**src/rtl/writeback_unit_if.sv**
```systemverilog
// Purpose: bundles the execute, data-memory and register-file signals of the writeback stage.
// Latency: none; wiring only.
// Backpressure: o_stall travels upstream to hold the execute stage while a load is outstanding.
// Ports: master = execute/memory/regfile side, slave = writeback_unit.
interface writeback_unit_if;
  logic        i_valid;
  logic [4:0]  i_rd;
  logic [31:0] i_result;
  logic        i_is_load;
  logic [2:0]  i_funct3;
  logic [1:0]  i_addr_lo;
  logic        i_mem_valid;
  logic [31:0] i_mem_rdata;
  logic        o_wback;
  logic [4:0]  o_wreg;
  logic [31:0] o_wdata;
  logic        o_stall;
  logic [31:0] o_retired;

  modport master (
    output i_valid, i_rd, i_result, i_is_load, i_funct3, i_addr_lo,
    output i_mem_valid, i_mem_rdata,
    input  o_wback, o_wreg, o_wdata, o_stall, o_retired
  );

  modport slave (
    input  i_valid, i_rd, i_result, i_is_load, i_funct3, i_addr_lo,
    input  i_mem_valid, i_mem_rdata,
    output o_wback, o_wreg, o_wdata, o_stall, o_retired
  );
endinterface

```
**src/rtl/writeback_unit.sv**
```systemverilog
// Purpose: RV32 writeback stage; formats load data and drives register-file writes plus a retire count.
// Latency: 1 cycle from ALU acceptance or memory return to the o_wback pulse.
// Backpressure: o_stall is high for the whole time a load waits for memory; nothing is accepted then.
// Ports: clk, rst_n (async active-low); bus = writeback_unit_if.slave carrying all data/handshake signals.
module writeback_unit (
  input  logic              clk,
  input  logic              rst_n,
  writeback_unit_if.slave   bus
);

  typedef enum logic {IDLE, WAIT_MEM} state_t;

  state_t      state, state_nxt;
  logic        accept_alu, accept_ld, complete;

  logic [4:0]  pend_rd;
  logic [2:0]  pend_funct3;
  logic [1:0]  pend_addr_lo;

  logic        wback;
  logic [4:0]  wreg;
  logic [31:0] wdata;
  logic [31:0] retired;

  logic [7:0]  byte_sel;
  logic [15:0] half_sel;
  logic [31:0] load_data;

  // State register
  always_ff @(posedge clk or negedge rst_n) begin
    if (!rst_n) state <= IDLE;
    else        state <= state_nxt;
  end

  // Next state and acceptance decode
  always_comb begin
    state_nxt  = state;
    accept_alu = 1'b0;
    accept_ld  = 1'b0;
    complete   = 1'b0;
    case (state)
      IDLE: begin
        if (bus.i_valid) begin
          if (bus.i_is_load) begin
            accept_ld = 1'b1;
            state_nxt = WAIT_MEM;
          end else begin
            accept_alu = 1'b1;
          end
        end
      end
      WAIT_MEM: begin
        // i_valid is deliberately ignored here; execute is being held by o_stall.
        if (bus.i_mem_valid) begin
          complete  = 1'b1;
          state_nxt = IDLE;
        end
      end
      default: state_nxt = IDLE;
    endcase
  end

  // Load data formatting from the captured width code and address offset
  always_comb begin
    byte_sel = bus.i_mem_rdata[{pend_addr_lo, 3'b000} +: 8];
    half_sel = pend_addr_lo[1] ? bus.i_mem_rdata[31:16] : bus.i_mem_rdata[15:0];
    case (pend_funct3)
      3'b000:  load_data = {{24{byte_sel[7]}}, byte_sel};
      3'b100:  load_data = {24'd0, byte_sel};
      3'b001:  load_data = {{16{half_sel[15]}}, half_sel};
      3'b101:  load_data = {16'd0, half_sel};
      default: load_data = bus.i_mem_rdata;
    endcase
  end

  // Pending load context, held for the whole memory wait
  always_ff @(posedge clk or negedge rst_n) begin
    if (!rst_n) begin
      pend_rd      <= 5'd0;
      pend_funct3  <= 3'd0;
      pend_addr_lo <= 2'd0;
    end else if (accept_ld) begin
      pend_rd      <= bus.i_rd;
      pend_funct3  <= bus.i_funct3;
      pend_addr_lo <= bus.i_addr_lo;
    end
  end

  // Register-file write port; x0 writes are suppressed but still retire
  always_ff @(posedge clk or negedge rst_n) begin
    if (!rst_n) begin
      wback   <= 1'b0;
      wreg    <= 5'd0;
      wdata   <= 32'd0;
      retired <= 32'd0;
    end else begin
      wback <= 1'b0;
      if (accept_alu && (bus.i_rd != 5'd0)) begin
        wback <= 1'b1;
        wreg  <= bus.i_rd;
        wdata <= bus.i_result;
      end else if (complete && (pend_rd != 5'd0)) begin
        wback <= 1'b1;
        wreg  <= pend_rd;
        wdata <= load_data;
      end
      if (accept_alu || complete) retired <= retired + 32'd1;
    end
  end

  assign bus.o_wback   = wback;
  assign bus.o_wreg    = wreg;
  assign bus.o_wdata   = wdata;
  assign bus.o_retired = retired;
  assign bus.o_stall   = (state == WAIT_MEM);

endmodule

```
**src/flat_wrapper.sv**
```systemverilog
// flat-port wrapper written by rule: the top's interface ports become plain ports
module writeback_unit_flat 
  (clk, rst_n, bus_i_valid, bus_i_rd, bus_i_result, bus_i_is_load, bus_i_funct3, bus_i_addr_lo, bus_i_mem_valid, bus_i_mem_rdata, bus_o_wback, bus_o_wreg, bus_o_wdata, bus_o_stall, bus_o_retired);
  writeback_unit_if bus_i ();
  input  logic clk;
  input  logic rst_n;
  input wire logic [$bits(bus_i.i_valid)-1:0] bus_i_valid;
  input wire logic [$bits(bus_i.i_rd)-1:0] bus_i_rd;
  input wire logic [$bits(bus_i.i_result)-1:0] bus_i_result;
  input wire logic [$bits(bus_i.i_is_load)-1:0] bus_i_is_load;
  input wire logic [$bits(bus_i.i_funct3)-1:0] bus_i_funct3;
  input wire logic [$bits(bus_i.i_addr_lo)-1:0] bus_i_addr_lo;
  input wire logic [$bits(bus_i.i_mem_valid)-1:0] bus_i_mem_valid;
  input wire logic [$bits(bus_i.i_mem_rdata)-1:0] bus_i_mem_rdata;
  output wire logic [$bits(bus_i.o_wback)-1:0] bus_o_wback;
  output wire logic [$bits(bus_i.o_wreg)-1:0] bus_o_wreg;
  output wire logic [$bits(bus_i.o_wdata)-1:0] bus_o_wdata;
  output wire logic [$bits(bus_i.o_stall)-1:0] bus_o_stall;
  output wire logic [$bits(bus_i.o_retired)-1:0] bus_o_retired;
  assign bus_i.i_valid = bus_i_valid;
  assign bus_i.i_rd = bus_i_rd;
  assign bus_i.i_result = bus_i_result;
  assign bus_i.i_is_load = bus_i_is_load;
  assign bus_i.i_funct3 = bus_i_funct3;
  assign bus_i.i_addr_lo = bus_i_addr_lo;
  assign bus_i.i_mem_valid = bus_i_mem_valid;
  assign bus_i.i_mem_rdata = bus_i_mem_rdata;
  assign bus_o_wback = bus_i.o_wback;
  assign bus_o_wreg = bus_i.o_wreg;
  assign bus_o_wdata = bus_i.o_wdata;
  assign bus_o_stall = bus_i.o_stall;
  assign bus_o_retired = bus_i.o_retired;
  writeback_unit u_core (.clk(clk), .rst_n(rst_n), .bus(bus_i));
endmodule
```
**config.mk**
```make
export PLATFORM = sky130hd
export DESIGN_NAME = writeback_unit_flat
export DESIGN_NICKNAME = d
export VERILOG_FILES = /design/src/rtl/writeback_unit_if.sv /design/src/rtl/writeback_unit.sv /design/src/flat_wrapper.sv
export SDC_FILE = /design/constraint.sdc
export NUM_CORES = 1
export LEC_CHECK = 0
export CAP_MARGIN = 20
export CELL_PAD_IN_SITES_DETAIL_PLACEMENT = 0
export CELL_PAD_IN_SITES_GLOBAL_PLACEMENT = 1
export CORE_MARGIN = 5
export CORE_UTILIZATION = 37
export CTS_BUF_LIST = sky130_fd_sc_hd__clkbuf_8
export DETAILED_ROUTE_END_ITERATION = 10
export PLACE_DENSITY_LB_ADDON = 0.1
export SYNTH_ARGS = -nofsm -noshare
export SYNTH_HDL_FRONTEND = slang
export SYNTH_SLANG_ARGS = --single-unit
```
**constraint.sdc**
```tcl
create_clock -name clk -period 4.89 [get_ports clk]
set_input_delay 0.978 -clock clk [delete_from_list [all_inputs] [get_ports clk]]
set_output_delay 0.978 -clock clk [all_outputs]
set_load 0.05 [all_outputs]
```
==> results of run 1 <==
sequential cells by signal (all words and copies together), names as in the netlist:
name and cells:
u_core.bus.o_retired 32, u_core.bus.o_stall 1, u_core.bus.o_wback 1, u_core.bus.o_wdata 32, u_core.bus.o_wreg 5, u_core.pend_addr_lo 2
u_core.pend_funct3 3, u_core.pend_rd 5
critical path, stage by stage:
cell and delay (ps):
clkdlybuf4s50_1 450, or4_1 580, o21ai_2 150, and2_1 520, inv_2 460, o221a_1 350
cells in the mapped netlist (4+ instances only):
cell type / instances / area (um^2)
a21oi_1: 37 / 185
a221oi_1: 8 / 70.1
a31oi_1: 6 / 37.5
and2_1: 4 / 25.0
and3_1: 6 / 37.5
buf_2: 4 / 20.0
clkbuf_1: 21 / 78.8
dfrtp_1: 81 / 2030
mux2_2: 13 / 146
mux2i_1: 10 / 100
nand2_1: 44 / 165
nand2b_1: 4 / 25.0
nand3_1: 13 / 65.1
nand4_1: 4 / 25.0
nor2_1: 39 / 146
nor2b_1: 8 / 50.1
o21ai_0: 10 / 50.1
o21ai_1: 35 / 175
o22ai_1: 9 / 56.3
or4_1: 4 / 30.0
xnor2_1: 17 / 149
xor2_1: 14 / 123
per-layer routing:
| layer | global-route usage (%) | vias up |
|---|---|---|
| met2 | 32.3 | 112 |
| met5 | 0 | - |
| met4 | 7.82 | 0 |
| met1 | 23.8 | 1801 |
| li1 | - | 1796 |
| met3 | 4.95 | 17 |
cells by family (layout without fill, tap and decap cells):
group	count (synthesis)	count (layout)	share of synthesized area, %
muxes	23	23	6.03
buffers and inverters	29	173	2.78
xor gates and xnor gates	31	31	6.64
AOI/OAI and AO/OA	120	120	17.3
and+or+nand+nor	142	142	17.4
DFF	81	81	49.6
adders and majority gates	1	1	0.306
worst min-delay path by stage:
stage | from | to | slack [ps] | depth (start not counted)
after global routing | u_core.bus.o_retired[31]$_DFFE_PN0P_ | u_core.bus.o_retired[31]$_DFFE_PN0P_ | 500 | 1
after detailed placement | u_core.bus.o_retired[31]$_DFFE_PN0P_ | u_core.bus.o_retired[31]$_DFFE_PN0P_ | 470 | 1
after floorplan | u_core.pend_rd[2]$_DFFE_PN0P_ | u_core.pend_rd[2]$_DFFE_PN0P_ | 490 | 1
final | u_core.bus.o_retired[31]$_DFFE_PN0P_ | u_core.bus.o_retired[31]$_DFFE_PN0P_ | 470 | 1
after global placement | u_core.bus.o_retired[31]$_DFFE_PN0P_ | u_core.bus.o_retired[31]$_DFFE_PN0P_ | 460 | 1
after CTS | u_core.bus.o_retired[31]$_DFFE_PN0P_ | u_core.bus.o_retired[31]$_DFFE_PN0P_ | 480 | 1
cell type report:
cell class / count / area (um^2) / area share [%]
Sequential cell: 81 / 2030 / 34.4
Multi-Input combinational cell: 317 / 1960 / 33.3
Timing Repair Buffer: 154 / 1550 / 26.3
Tap cell: 140 / 175 / 2.98
Clock buffer: 10 / 138 / 2.34
Clock inverter: 5 / 25.0 / 0.425
Inverter: 4 / 15.0 / 0.255
report_power, final:
part	switching, mW	internal, mW	leakage [nW]
sequential	0.139	0.820	1.02
clock	0.243	0.190	0.0905
combinational	0.789	0.453	1.31
layout by cell type (no fill, tap or decap), types with 3 or more instances in the layout:
cell | synthesis | final
clkdlybuf4s50_1 | 0 | 148
dfrtp_1 | 81 | 81
nand2_1 | 44 | 44
nor2_1 | 39 | 39
a21oi_1 | 37 | 37
o21ai_1 | 35 | 34
xnor2_1 | 17 | 17
xor2_1 | 14 | 14
nand3_1 | 13 | 13
mux2_2 | 13 | 13
o21ai_0 | 10 | 10
mux2i_1 | 10 | 10
clkbuf_8 | 0 | 10
o22ai_1 | 9 | 9
nor2b_1 | 8 | 8
a221oi_1 | 8 | 8
and3_1 | 6 | 6
a31oi_1 | 6 | 6
inv_1 | 3 | 5
buf_4 | 0 | 5
or4_1 | 4 | 4
and2_1 | 4 | 4
nand4_1 | 4 | 4
nand2b_1 | 4 | 4
o31a_1 | 3 | 3
o221a_1 | 3 | 3
nor3_2 | 3 | 3
metrics by stage:
stage | total power [mW] | std cells
finish | 2.63 | 711
global route | 2.78 | 711
CTS | 2.66 | 710
detailed placement | 2.22 | 695
global placement | 2.21 | 695
floorplan | 1.75 | 427
==> run summary, run 1 <==
Rows - 38
Layout cell share with drive strength beyond 1 - 7.18%
Synth Net Count - 507
Vias - 3726
Share of the yosys chip area belonging to registers - 49.6%
Crit path launch type - input pin
Via density - 5.24
Post-CTS resize count - 0
WP data required - 5130 ps
Crit. Startpoint - bus_i_rd[1]
Post-route clock period utilization - 66.6%
Post-Syn Area - 0.00409 mm^2
Full die area - 0.0133 mm^2
Post-DP Area - 0.00569 mm^2
Max Fanout on Critical Path - 40
Fin. max-slew vios - 0
Wire per inst - 17.6 um
Reg clk slew, reported paths - 80 ps
CP endpoint kind - register
Die width - 115 um
Slew Limit Headroom - 42.0%
H-tree levels - 3
First-pass GRT wire length - 20.1 mm
Post-synth ARST share - 100%
CTS buffer count - 9
Detailed Place HPWL - 9.21 mm
Total gr overflow - 0
CTS tree - built
Flops & latches, synth - 81
Hold Slack - 474 ps
Remaining DRCs - 0
Top-level port count - 150
Reg2reg end - u_core.bus.o_wdata[1]$_DFFE_PN0P_
Wire length on met1 - 5.15 mm
Critical path class - input pin to register
Yosys warns - 0
Gr usage total - 19.3%
Worst EP arrival - 3490 ps
Worst Setup Slack post-DPL - 1190 ps
Vias in the first global route - 3870
Maximum clock rate - 307 MHz
Routed Antenna Nets - 0
Root buf cell - clkbuf_8
Worst R2R Setup Slack - 2030 ps
Avg Inst Size Synth - 9.58 um^2
Outcome - complete, no violations
Final-layout fill cell count - 1027
Drt first pass iters - 4
GPL Wtd Cong - 0.760
Met3 WL - 812 um
RSZ-0062 raised after global routing - no
Reg2Reg Depth - 5
Core area - 0.0108 mm^2
Final setup viols - 0
Tmin final - 3260 ps
Worst setup margin - 1630 ps
Clk Latency, worst-skew pair - 350 ps
Clk sinks - 81
Antenna violations before repair - 0
Hold Violations, Final - 0
Final Util - 54.3%
TNS Setup - 0 ps
Synth cell types - 46
WL final - 12.5 mm
Max_cap viols - 0
Largest net degree at the start of global routing - 82
Worst VDD drop - 0.000280 V
Fin area - 0.00588 mm^2
Post-CTS setup buffer count - 0
Post-synth top flop - dfrtp_1
Worst Skew - 4.79 ps
Pleak - 2.42 nW
Number of synthesized flops with an enable pin - 0
Crit path to - u_core.bus.o_wdata[1]$_DFFE_PN0P_
Starting Density - 37.7%
Pwr Density - 448 mW/mm^2
Worst Tran Pin Value - 870 ps
Final #Nets - 647
Hold-fix buffers at CTS - 0
Diodes inserted - 0
Uppermost layer routed - met4
Syn Inst Count - 427
Bufs on Longest Clock Path - 2
Synthesis-to-finish area growth - 43.9%
DRT iter0 DRCs - 229
Die height - 115 um
Hold Crit Class - register to register
Port buffer count - 149
Met2 wire len - 6.30 mm
R2r startpoint - u_core.pend_rd[2]$_DFFE_PN0P_
No activity file was read; power rests on OpenSTA's default activity.
==> inputs of run 2 (changes only) <==
- CORE_UTILIZATION: 37 -> 34
- clock period: 4.89 -> 3.1 ns (I/O delays scaled with it)
==> run 2 against run 1 <==
Effect of this change:
- cell count rose by 1.8%
- register-to-register slack lost 1300 ps
- combinational power grew 60%
- setup slack got worse by 1000 ps
- clock skew grew 4.7 ps
- power grew 62%
- non-clock buffer count increased by 6
- core utilization decreased by 4.2 points
- sequential power is 58% higher
- via count grew 0.83%
- count of clock-buffer cells in the layout unchanged
- critical path type unchanged
==> run summary, run 2 (synthesis gave the netlist of run 1 again) <==
Sequential Power Share - 35.2% (-1.2 points)
Worst path depth - 7 (+1)
Worst EP arrival - 2760 ps (-730 ps)
Via density - 5.19 (-0.98%)
RSZ-0062 raised after global routing - no
Final Util - 50.1% (-4.2 points)
Rows - 40 (+5.3%)
Register Area - 0.00203 mm^2 (unchanged)
Bufs on Longest Clock Path - 2 (unchanged)
TNS Setup - 0 ps (unchanged)
Slew Limit Headroom - 54.8% (+13 points)
Max_cap viols - 0 (unchanged)
Die width - 120 um (+3.9%)
Slowest Stage Delay on Critical Path - 570 ps (about the same)
Layout cell share with drive strength beyond 1 - 8.49% (+1.3 points)
Crit. Startpoint - bus_i_rd[1]
Clk Latency, worst-skew pair - 350 ps (about the same)
H-tree levels - 3 (unchanged)
CP Cell Sequence - clkdlybuf4s50_1 -> or4_1 -> o21ai_2 -> buf_12 -> o31a_1 -> o211ai_1 -> a21oi_1
Starting Density - 34.3% (-3.4 points)
Reg clk slew, reported paths - 80 ps (about the same)
Final-layout fill cell count - 1160 (+13%)
Root buf cell - clkbuf_8
Diodes inserted - 0 (unchanged)
Full die area - 0.0143 mm^2 (+8.0%)
Vias in the first global route - 3934 (+1.7%)
Worst path slowest cell - or4_1
Commonest non-fill, non-tap cell in the layout - clkdlybuf4s50_1
Top-level port count - 150 (unchanged)
Combinational fraction of design power - 46.4% (-0.8 points)
Worst Skew - 9.50 ps (+4.71 ps)
Clk sinks - 81 (unchanged)
Synthesis-to-finish area growth - 45.8%
Total gr overflow - 0 (unchanged)
Max Fanout on Critical Path - 32 (-20%)
Post-DP Area - 0.00577 mm^2 (+1.3%)
Wire per inst - 18.1 um (+2.9%)
Core area - 0.0119 mm^2 (+9.9%)
Final #Nets - 653 (+0.93%)
Post-CTS resize count - 0 (unchanged)
Multi-input gate area - 0.00196 mm^2 (unchanged)
CTS tree - built
Switching part of the total - 43.7% (-0.72 points)
CP endpoint kind - register
DRT iter0 DRCs - 195 (-15%)
Hold Slack - 232 ps (-242 ps)
Detailed Place HPWL - 9.83 mm (+6.7%)
Hold Violations, Final - 0 (unchanged)
Port buffer count - 149 (unchanged)
Hold-fix buffers at CTS - 0 (unchanged)
Crit path launch type - input pin
GPL Wtd Cong - 0.804 (+5.7%)
Vias - 3757 (+0.83%)
WP data required - 3380 ps (-1750 ps)
Antenna violations before repair - 0 (unchanged)
Power Total - 4.28 mW (+62%)
Tmin final - 2480 ps
CP Buf/Inv Count - 2 (unchanged)
Crit path to - u_core.bus.o_wdata[14]$_DFFE_PN0P_
Reg2Reg Depth - 5 (unchanged)
Maximum clock rate - 404 MHz
Clock power share - 18.3% (+1.8 points)
Largest net degree at the start of global routing - 42 (-49%)
Final setup viols - 0 (unchanged)
Worst R2R Setup Slack - 730 ps (-1300 ps)
Pwr Density - 717 mW/mm^2 (+60%)
CTS buffer count - 9 (unchanged)
Hold Crit Class - input pin to asynchronous set/reset pin
Worst Tran Pin Value - 676 ps (-194 ps)
Post-route clock period utilization - 79.9%
Remaining DRCs - 0 (unchanged)
Worst VDD drop - 0.000302 V (+8.1%)
Gr usage total - 18.5% (-0.82 points)
Reg2reg end - u_core.bus.o_wdata[3]$_DFFE_PN0P_
Design internal power - 2.41 mW (+64%)
First-pass GRT wire length - 21.1 mm (+5.0%)
Commonest non-fill, non-tap cells in the layout - clkdlybuf4s50_1, dfrtp_1, nand2_1, nor2_1, a21oi_1
CP top delay family - compound AO/OA/AOI/OAI gates
Fin area - 0.00596 mm^2 (+1.3%)
Drt first pass iters - 5 (+1)
Pleak - 2.46 nW (+1.4%)
WL final - 13.1 mm (+4.8%)
R2r startpoint - u_core.pend_rd[2]$_DFFE_PN0P_
Outcome - complete, no violations
Psw - 1.87 mW (+60%)
Critical path class - input pin to register
Fin. max-slew vios - 0 (unchanged)
Post-CTS setup buffer count - 0 (unchanged)
Die height - 120 um (+3.9%)
Routed Antenna Nets - 0 (unchanged)
[run 2: cell types whose count changed in the layout (fill, tap and decap cells not counted)]
cell,before,now
buf_16,1,0
buf_4,5,11
bufinv_16,0,1
clkinv_4,0,1
inv_1,5,3
buf_12,0,1
[run 2: power by group through the flow]
stage | clock (mW) | combinational (mW) | sequential (mW)
2_1_floorplan | 0 | 0.545 | 2.21
3_3_place_gp | 0 | 1.99 | 1.52
3_5_place_dp | 0 | 2.00 | 1.52
4_1_cts | 0.818 | 2.01 | 1.51
5_1_grt | 0.851 | 2.11 | 1.55
6_report | 0.785 | 1.99 | 1.51
[run 2: through the flow]
| stage | worst slack, ps | instances |
|---|---|---|
| after global placement | 273 | 709 |
| after floorplan | 801 | 427 |
| after global routing | 510 | 724 |
| final | 624 | 724 |
| after detailed placement | 266 | 709 |
| after CTS | 639 | 724 |
[run 2: how the worst min path moves through the flow]
stage	endpoint	slack [ps]	depth (start not counted)
6_report	u_core.bus.o_retired[9]$_DFFE_PN0P_	230	1
5_1_grt	u_core.bus.o_retired[5]$_DFFE_PN0P_	260	1
4_1_cts	u_core.bus.o_retired[8]$_DFFE_PN0P_	240	1
3_5_place_dp	u_core.bus.o_retired[31]$_DFFE_PN0P_	460	1
3_3_place_gp	u_core.bus.o_retired[31]$_DFFE_PN0P_	460	1
2_1_floorplan	u_core.bus.o_retired[0]$_DFFE_PN0P_	320	0
[run 2: layout make-up]
type / count / area share (%)
well taps: 147 / 3.08
clock buffers: 10 / 2.31
multi-input cells: 317 / 32.8
repair buffers: 160 / 26.6
flip-flops and latches: 81 / 34.0
inverters: 4 / 0.252
clock inverters: 5 / 0.944
[run 2: routing by layer]
metal  global-route usage, %  vias to the layer above  part of all wire (%)  routed length (um)
met5                       0                        -                     0                   0
met1                    22.3                     1809                    41                5310
li1                        -                     1817                     -                   -
met2                    32.5                      109                    52                6770
met4                    6.94                        0                   2.5                 322
met3                    3.91                       22                   5.3                 701
[run 2: worst register-to-register path: stages (launching register included)]
cell and delay [ps]:
dfrtp_1 390, or4_1 540, o21ai_1 450, and2_1 270, inv_2 290, o221a_1 330
